## config.mk

```make
export PLATFORM = sky130hd
export DESIGN_NAME = multicycle_sequencer
export DESIGN_NICKNAME = d
export VERILOG_FILES = /design/src/rtl/mc_pkg.sv /design/src/rtl/perf_counters.sv /design/src/rtl/multicycle_sequencer.sv
export SDC_FILE = /design/constraint.sdc
export NUM_CORES = 1
export LEC_CHECK = 0
export CORE_UTILIZATION = 30
export DETAILED_ROUTE_END_ITERATION = 6
export PLACE_DENSITY_LB_ADDON = 0.08
export SYNTH_ARGS = -nofsm -noshare
export SYNTH_HDL_FRONTEND = slang
export SYNTH_HIERARCHICAL = 1
export SYNTH_SLANG_ARGS = --single-unit
```

## constraint.sdc

```tcl
create_clock -name clk -period 2.7 [get_ports clk]
set_input_delay 0.27 -clock clk [delete_from_list [all_inputs] [get_ports clk]]
set_output_delay 0.27 -clock clk [all_outputs]
set_load 0.1 [all_outputs]
```

## src/rtl/mc_pkg.sv

```systemverilog
// Shared encodings for the multicycle RV32I core: FSM states, opcode
// classes, fault codes and PC-source select codes.
package mc_pkg;

   typedef enum logic [2:0] {
      S_FETCH     = 3'd0,
      S_DECODE    = 3'd1,
      S_EXECUTE   = 3'd2,
      S_MEMORY    = 3'd3,
      S_WRITEBACK = 3'd4,
      S_HALT      = 3'd5
   } state_e;

   localparam logic [6:0] OP_RTYPE  = 7'b0110011;
   localparam logic [6:0] OP_ITYPE  = 7'b0010011;
   localparam logic [6:0] OP_LOAD   = 7'b0000011;
   localparam logic [6:0] OP_STORE  = 7'b0100011;
   localparam logic [6:0] OP_BRANCH = 7'b1100011;
   localparam logic [6:0] OP_JAL    = 7'b1101111;
   localparam logic [6:0] OP_JALR   = 7'b1100111;
   localparam logic [6:0] OP_LUI    = 7'b0110111;
   localparam logic [6:0] OP_AUIPC  = 7'b0010111;
   localparam logic [6:0] OP_SYSTEM = 7'b1110011;

   localparam logic [1:0] FAULT_NONE    = 2'b00;
   localparam logic [1:0] FAULT_ILLEGAL = 2'b01;
   localparam logic [1:0] FAULT_TIMEOUT = 2'b10;
   localparam logic [1:0] FAULT_ECALL   = 2'b11;

   localparam logic [1:0] PCSEL_PLUS4 = 2'b00;
   localparam logic [1:0] PCSEL_ALU   = 2'b01;

   // Opcodes the core can execute (SYSTEM is handled separately as a trap).
   function automatic logic is_legal_op(input logic [6:0] op);
      case (op)
         OP_RTYPE, OP_ITYPE, OP_LOAD, OP_STORE, OP_BRANCH,
         OP_JAL, OP_JALR, OP_LUI, OP_AUIPC: return 1'b1;
         default:                           return 1'b0;
      endcase
   endfunction

endpackage

```

## src/rtl/perf_counters.sv

```systemverilog
// Free-running cycle counter (paused in HALT) and retired-instruction
// counter. Both wrap modulo 2^32.
module perf_counters (
   input  logic        clk_i,
   input  logic        rst_ni,
   input  logic        inc_i,
   input  logic        halt_i,
   output logic [31:0] cycle_count_o,
   output logic [31:0] instret_o
);

   logic [31:0] cycle_q;
   logic [31:0] instret_q;

   // Count non-HALT cycles and retire pulses.
   always_ff @(posedge clk_i or negedge rst_ni) begin
      if (!rst_ni) begin
         cycle_q   <= '0;
         instret_q <= '0;
      end else begin
         if (!halt_i) cycle_q   <= cycle_q + 32'd1;
         if (inc_i)   instret_q <= instret_q + 32'd1;
      end
   end

   assign cycle_count_o = cycle_q;
   assign instret_o     = instret_q;

endmodule

```

## src/rtl/multicycle_sequencer.sv

```systemverilog
// Multicycle control sequencer: FETCH/DECODE/EXECUTE/MEMORY/WRITEBACK FSM
// with req/ack memory handshakes, bus watchdog, halt/fault status and
// performance counters.
module multicycle_sequencer
   import mc_pkg::*;
#(
   parameter int unsigned TIMEOUT = 255
) (
   input  logic        clk,
   input  logic        reset,
   input  logic [6:0]  opcode,
   input  logic        branch_taken,
   input  logic        imem_ack,
   input  logic        dmem_ack,
   input  logic        resume,
   output logic        imem_req,
   output logic        dmem_req,
   output logic        dmem_we,
   output logic        ir_write,
   output logic        operand_latch,
   output logic        pc_write,
   output logic [1:0]  pc_sel,
   output logic        reg_write,
   output logic [2:0]  state,
   output logic        halted,
   output logic [1:0]  fault,
   output logic [31:0] cycle_count,
   output logic [31:0] instret
);

   localparam int WDW = (TIMEOUT > 255) ? $clog2(TIMEOUT + 1) : 8;
   localparam logic [WDW-1:0] WD_LIMIT = WDW'(TIMEOUT);
   localparam logic WD_ON = (TIMEOUT != 0);

   state_e         state_q, state_d;
   logic [1:0]     fault_q, fault_d;
   logic [WDW-1:0] wait_q, wait_d;

   logic imem_req_c, dmem_req_c, dmem_we_c, ir_write_c, op_latch_c;
   logic pc_write_c, reg_write_c, retire_c;
   logic [1:0] pc_sel_c;
   logic wait_req, wait_ack, wd_expire;

   // State, fault and watchdog registers.
   always_ff @(posedge clk or negedge reset) begin
      if (!reset) begin
         state_q <= S_FETCH;
         fault_q <= FAULT_NONE;
         wait_q  <= '0;
      end else begin
         state_q <= state_d;
         fault_q <= fault_d;
         wait_q  <= wait_d;
      end
   end

   // Next-state, enables and watchdog; a bus timeout overrides the stay decision.
   always_comb begin
      state_d     = state_q;
      fault_d     = fault_q;
      imem_req_c  = 1'b0;
      dmem_req_c  = 1'b0;
      dmem_we_c   = 1'b0;
      ir_write_c  = 1'b0;
      op_latch_c  = 1'b0;
      pc_write_c  = 1'b0;
      pc_sel_c    = PCSEL_PLUS4;
      reg_write_c = 1'b0;
      retire_c    = 1'b0;
      wait_req    = 1'b0;
      wait_ack    = 1'b0;
      case (state_q)
         S_FETCH: begin
            imem_req_c = 1'b1;
            wait_req   = 1'b1;
            wait_ack   = imem_ack;
            if (imem_ack) begin
               ir_write_c = 1'b1;
               state_d    = S_DECODE;
            end
         end
         S_DECODE: begin
            op_latch_c = 1'b1;
            if (opcode == OP_SYSTEM) begin
               state_d = S_HALT;
               fault_d = FAULT_ECALL;
            end else if (!is_legal_op(opcode)) begin
               state_d = S_HALT;
               fault_d = FAULT_ILLEGAL;
            end else begin
               state_d = S_EXECUTE;
            end
         end
         S_EXECUTE: begin
            if (opcode == OP_LOAD || opcode == OP_STORE) begin
               state_d = S_MEMORY;
            end else if (opcode == OP_BRANCH) begin
               pc_write_c = 1'b1;
               pc_sel_c   = branch_taken ? PCSEL_ALU : PCSEL_PLUS4;
               retire_c   = 1'b1;
               state_d    = S_FETCH;
            end else begin
               state_d = S_WRITEBACK;
            end
         end
         S_MEMORY: begin
            dmem_req_c = 1'b1;
            dmem_we_c  = (opcode == OP_STORE);
            wait_req   = 1'b1;
            wait_ack   = dmem_ack;
            if (dmem_ack) begin
               if (opcode == OP_STORE) begin
                  pc_write_c = 1'b1;
                  retire_c   = 1'b1;
                  state_d    = S_FETCH;
               end else begin
                  state_d = S_WRITEBACK;
               end
            end
         end
         S_WRITEBACK: begin
            reg_write_c = 1'b1;
            pc_write_c  = 1'b1;
            pc_sel_c    = (opcode == OP_JAL || opcode == OP_JALR) ? PCSEL_ALU : PCSEL_PLUS4;
            retire_c    = 1'b1;
            state_d     = S_FETCH;
         end
         S_HALT: begin
            if (resume) begin
               pc_write_c = 1'b1;
               fault_d    = FAULT_NONE;
               state_d    = S_FETCH;
            end
         end
         default: state_d = S_FETCH;
      endcase

      // An ack arriving on the limit cycle has already moved the FSM on.
      wd_expire = WD_ON && wait_req && !wait_ack && (wait_q == WD_LIMIT);
      if (wd_expire) begin
         state_d = S_HALT;
         fault_d = FAULT_TIMEOUT;
      end

      if (state_d != state_q)             wait_d = '0;
      else if (WD_ON && wait_req && !wait_ack) wait_d = wait_q + 1'b1;
      else                                wait_d = wait_q;
   end

   // Reset gates every enable so an aborted instruction leaves no partial write.
   assign imem_req      = imem_req_c  & reset;
   assign dmem_req      = dmem_req_c  & reset;
   assign dmem_we       = dmem_we_c   & reset;
   assign ir_write      = ir_write_c  & reset;
   assign operand_latch = op_latch_c  & reset;
   assign pc_write      = pc_write_c  & reset;
   assign reg_write     = reg_write_c & reset;
   assign pc_sel        = reset ? pc_sel_c : PCSEL_PLUS4;
   assign state         = state_q;
   assign halted        = (state_q == S_HALT);
   assign fault         = fault_q;

   perf_counters u_perf (
      .clk_i         (clk),
      .rst_ni        (reset),
      .inc_i         (retire_c & reset),
      .halt_i        (state_q == S_HALT),
      .cycle_count_o (cycle_count),
      .instret_o     (instret)
   );

endmodule

```

==> impl_metrics.yaml <==
critical_path:
  cp.required_ns: 2.96
  crit_path_end_kind: "flip-flop"
  worstRegToRegCells: 6
  cpPeakStageDelay_ns: 0.78
  crit_fanout: 9
  slowest_stage: "or4_1"
  critPathKind: "reg2reg"
  reg2reg_slack_ns: 0.33
  path_delay_family: "simple AND/OR/NAND/NOR gates"
  r2r-end: "u_perf/cycle_count_o[23]"
  path_buf_inv: 0
  r2r-start: "state[2]"
  crit_cells: 6
  path_cells: "nor2b_1 -> and2_4 -> nand4b_4 -> or4_1 -> nor3_1 -> xor2_1"
  worstPathArrival_ns: 2.63
  critPathLaunchType: "flip-flop"
timing:
  slew_headroom: 0.432
  finalCriticalPeriod_ns: 2.37
  rsz0062_at_grt: "no"
  fin_skew_ns: 0.00679
  max_freq_mhz: 422
  hold_viol: 0
  setup_viol: 0
  finalSetupTns_ns: 0
  period_share: 0.878
  tightest_slew_ns: 0.852
  slew_viol_final: 0
yosys:
  yosys.area_share.adder: 0.0118
  synth_top_family_by_area: "simple AND/OR/NAND/NOR gates"
  ys_top_cells_by_count: "dfrtp_1, xor2_1, xnor2_1"
  synth_xor_xnor_area_share: 0.150
  synth_mux_area_frac: 0.0133
  synth_area_leaders: "dfrtp_1, xor2_1, xnor2_1"
  yosys.cell_count.top_type: "dfrtp_1"
  synth_cell_types: 57
  synthCells: 377
  yosys.area.top_type: "dfrtp_1"
  netlist.area_leader.share: 0.477
  syn_area_um2: 4040
  yosysSeqAreaShare: 0.477
  avgSynthCellArea_um2: 10.7
  synthFlopType: "dfrtp_1"
  async_reset_ff_frac: 1.00
  yosys_warnings: 6
  synth_simple_gate_area_frac: 0.275
  synth_nets: 393
  ys_ff_latch: 77
  synth-compound-area-share: 0.0474
  synth_edf_count: 0
finish:
  instances_no_fill: 660
  multiInputGateArea_um2: 2100
  postLayoutCoreUtil: 0.414
  final_area_um2: 5460
  fill_cells: 1309
  antenna_cells: 0
  seq_area_um2: 1940
  drive_gt1_frac: 0.302
  area_growth_pct: 35.2
  fin_nets: 495
global_route:
  grt_pass1_vias: 3093
  track_usage: 0.147
  grt_overflow: 0
  grt_pass1_wl_mm: 16.2
  antenna_found_initial: 0
  grt_start_max_net_pins: 65
die:
  start_util: 0.306
  io_pins: 92
  die_h_um: 118
  die_area_um2: 13900
  row_count: 42
  die_w_um: 118
  core_area_um2: 13200
place:
  placed_area_um2: 5120
  post-dp-hpwl_mm: 7.18
  place_congestion: 0.776
  dp.cells: 643
  io_buffer_count: 90
cts:
  numClockSinks: 77
  cts_buffers: 9
  htreeDepth: 3
  cts_tree: "built"
  clkSlewWorstSetupHoldPaths_ns: 0.06
  clock-root-buffer: "clkbuf_16"
  cts_setup_buffers: 0
  insertion_delay_ns: 0.34
  clk_path_buf_depth: 2
run_status:
  status: "complete, no violations"
drt:
  post-route-drc-count: 0
  routed_wl_mm: 9.87
  drtIter0Drc: 206
  vias: 3195
  dr.pass1.iters: 4
  drt-wirelength-per-cell_um: 15.0
  via_per_inst: 4.84
  ant_nets: 0
min_path:
  hold_end: "u_perf/cycle_count_o[31]"
  hold_depth: 1
  hold_path_startpoint: "u_perf/cycle_count_o[31]"
  hp-class: "reg2reg"
power:
  vdd_ir_drop_max_uv: 506
  leakagePower_nw: 2.54
  p_per_area_nw_per_um2: 845
run:
  drv_cap: 0
-- placed cells by master, fill, tap and decap left out, types with 2 or more instances in the layout --
cell             count
nor3b_1              3
nor3_1              21
nor3b_4              2
a21oi_1              4
and3_1               8
mux2i_1              2
o211ai_1             4
mux2_2               3
clkdlybuf4s50_1     11
o2111ai_1            3
nor3_4               2
nand4_1             22
nor3_2               3
nand2b_1             3
and2_1               7
nor4_4               3
nor2b_1              4
nand3_1             23
nand4bb_1            2
a31o_2               2
dfrtp_1             74
or4_1                4
clkinv_2             2
buf_12               4
o31ai_1              2
buf_4               88
clkbuf_16            9
nor2_1              18
xnor2_1             32
xor2_1              37
nor2_2               2
and4_1               8
inv_1                4
bufinv_16            2
ha_1                 3
nor4_2               3
nand2_1             23
dfrtp_4              3
-- worst max-delay path by stage --
stage | startpoint | to | slack, ns
after floorplan | state[0] | u_perf/instret_o[18] | -0.62
after global placement | opcode[5] | u_perf/instret_o[18] | 0.12
after detailed placement | opcode[5] | u_perf/instret_o[25] | 0.08
after CTS | state[2] | u_perf/cycle_count_o[22] | 0.31
after global routing | state[2] | u_perf/cycle_count_o[22] | 0.19
final | state[2] | u_perf/cycle_count_o[23] | 0.33
-- metrics by stage --
stage / hold WS [ns] / setup slack, ns / power (mW)
5_1_grt: 0.483 / 0.191 / 4.82
6_report: 0.467 / 0.328 / 4.61
3_3_place_gp: 0.272 / 0.124 / 3.34
2_1_floorplan: -0.0256 / -0.624 / 2.90
4_1_cts: 0.475 / 0.309 / 4.68
3_5_place_dp: 0.279 / 0.0838 / 3.34
-- final cells by class --
cell class | instances | area share
clock buffer | 10 | 0.0438
clock inverter | 6 | 0.0158
multi-input combinational | 283 | 0.384
inverter | 4 | 0.00275
sequential | 77 | 0.355
timing repair buffer | 104 | 0.158
tap | 176 | 0.0403
-- power by group --
part           total, mW  leakage (nW)  internal, mW  switching [mW]
registers           1.43          1.04          1.27           0.159
clock network       1.32         0.158         0.833           0.484
logic               1.86          1.33         0.501            1.36
total               4.61          2.54          2.61            2.01
-- registers in the layout, summed over array words and instances (netlist names) --
register / count
fault: 2
state: 3
u_perf/cycle_count_o: 32
u_perf/instret_o: 32
wait_q: 8
-- routing by layer --
metal,track usage,vias up,share of wire
met3,0.0286,11,0.039
met4,0.0625,0,0.016
met5,0,-,0
li1,-,1563,-
met2,0.226,73,0.47
met1,0.201,1548,0.47
-- cell families after synthesis --
kind of cell,count (synthesis)
AOI/OAI and AO/OA,25
muxes,5
xor gates and xnor gates,69
adders and majority gates,4
other,1
buffers and inverters,17
DFF,77
and+or+nand+nor,179
-- what timing repair did --
item,4_1_cts,5_1_grt
hold buffers,1,0
resized for setup,0,0
hold endpoints to repair,13,0
(Power assumes the default switching activity.)
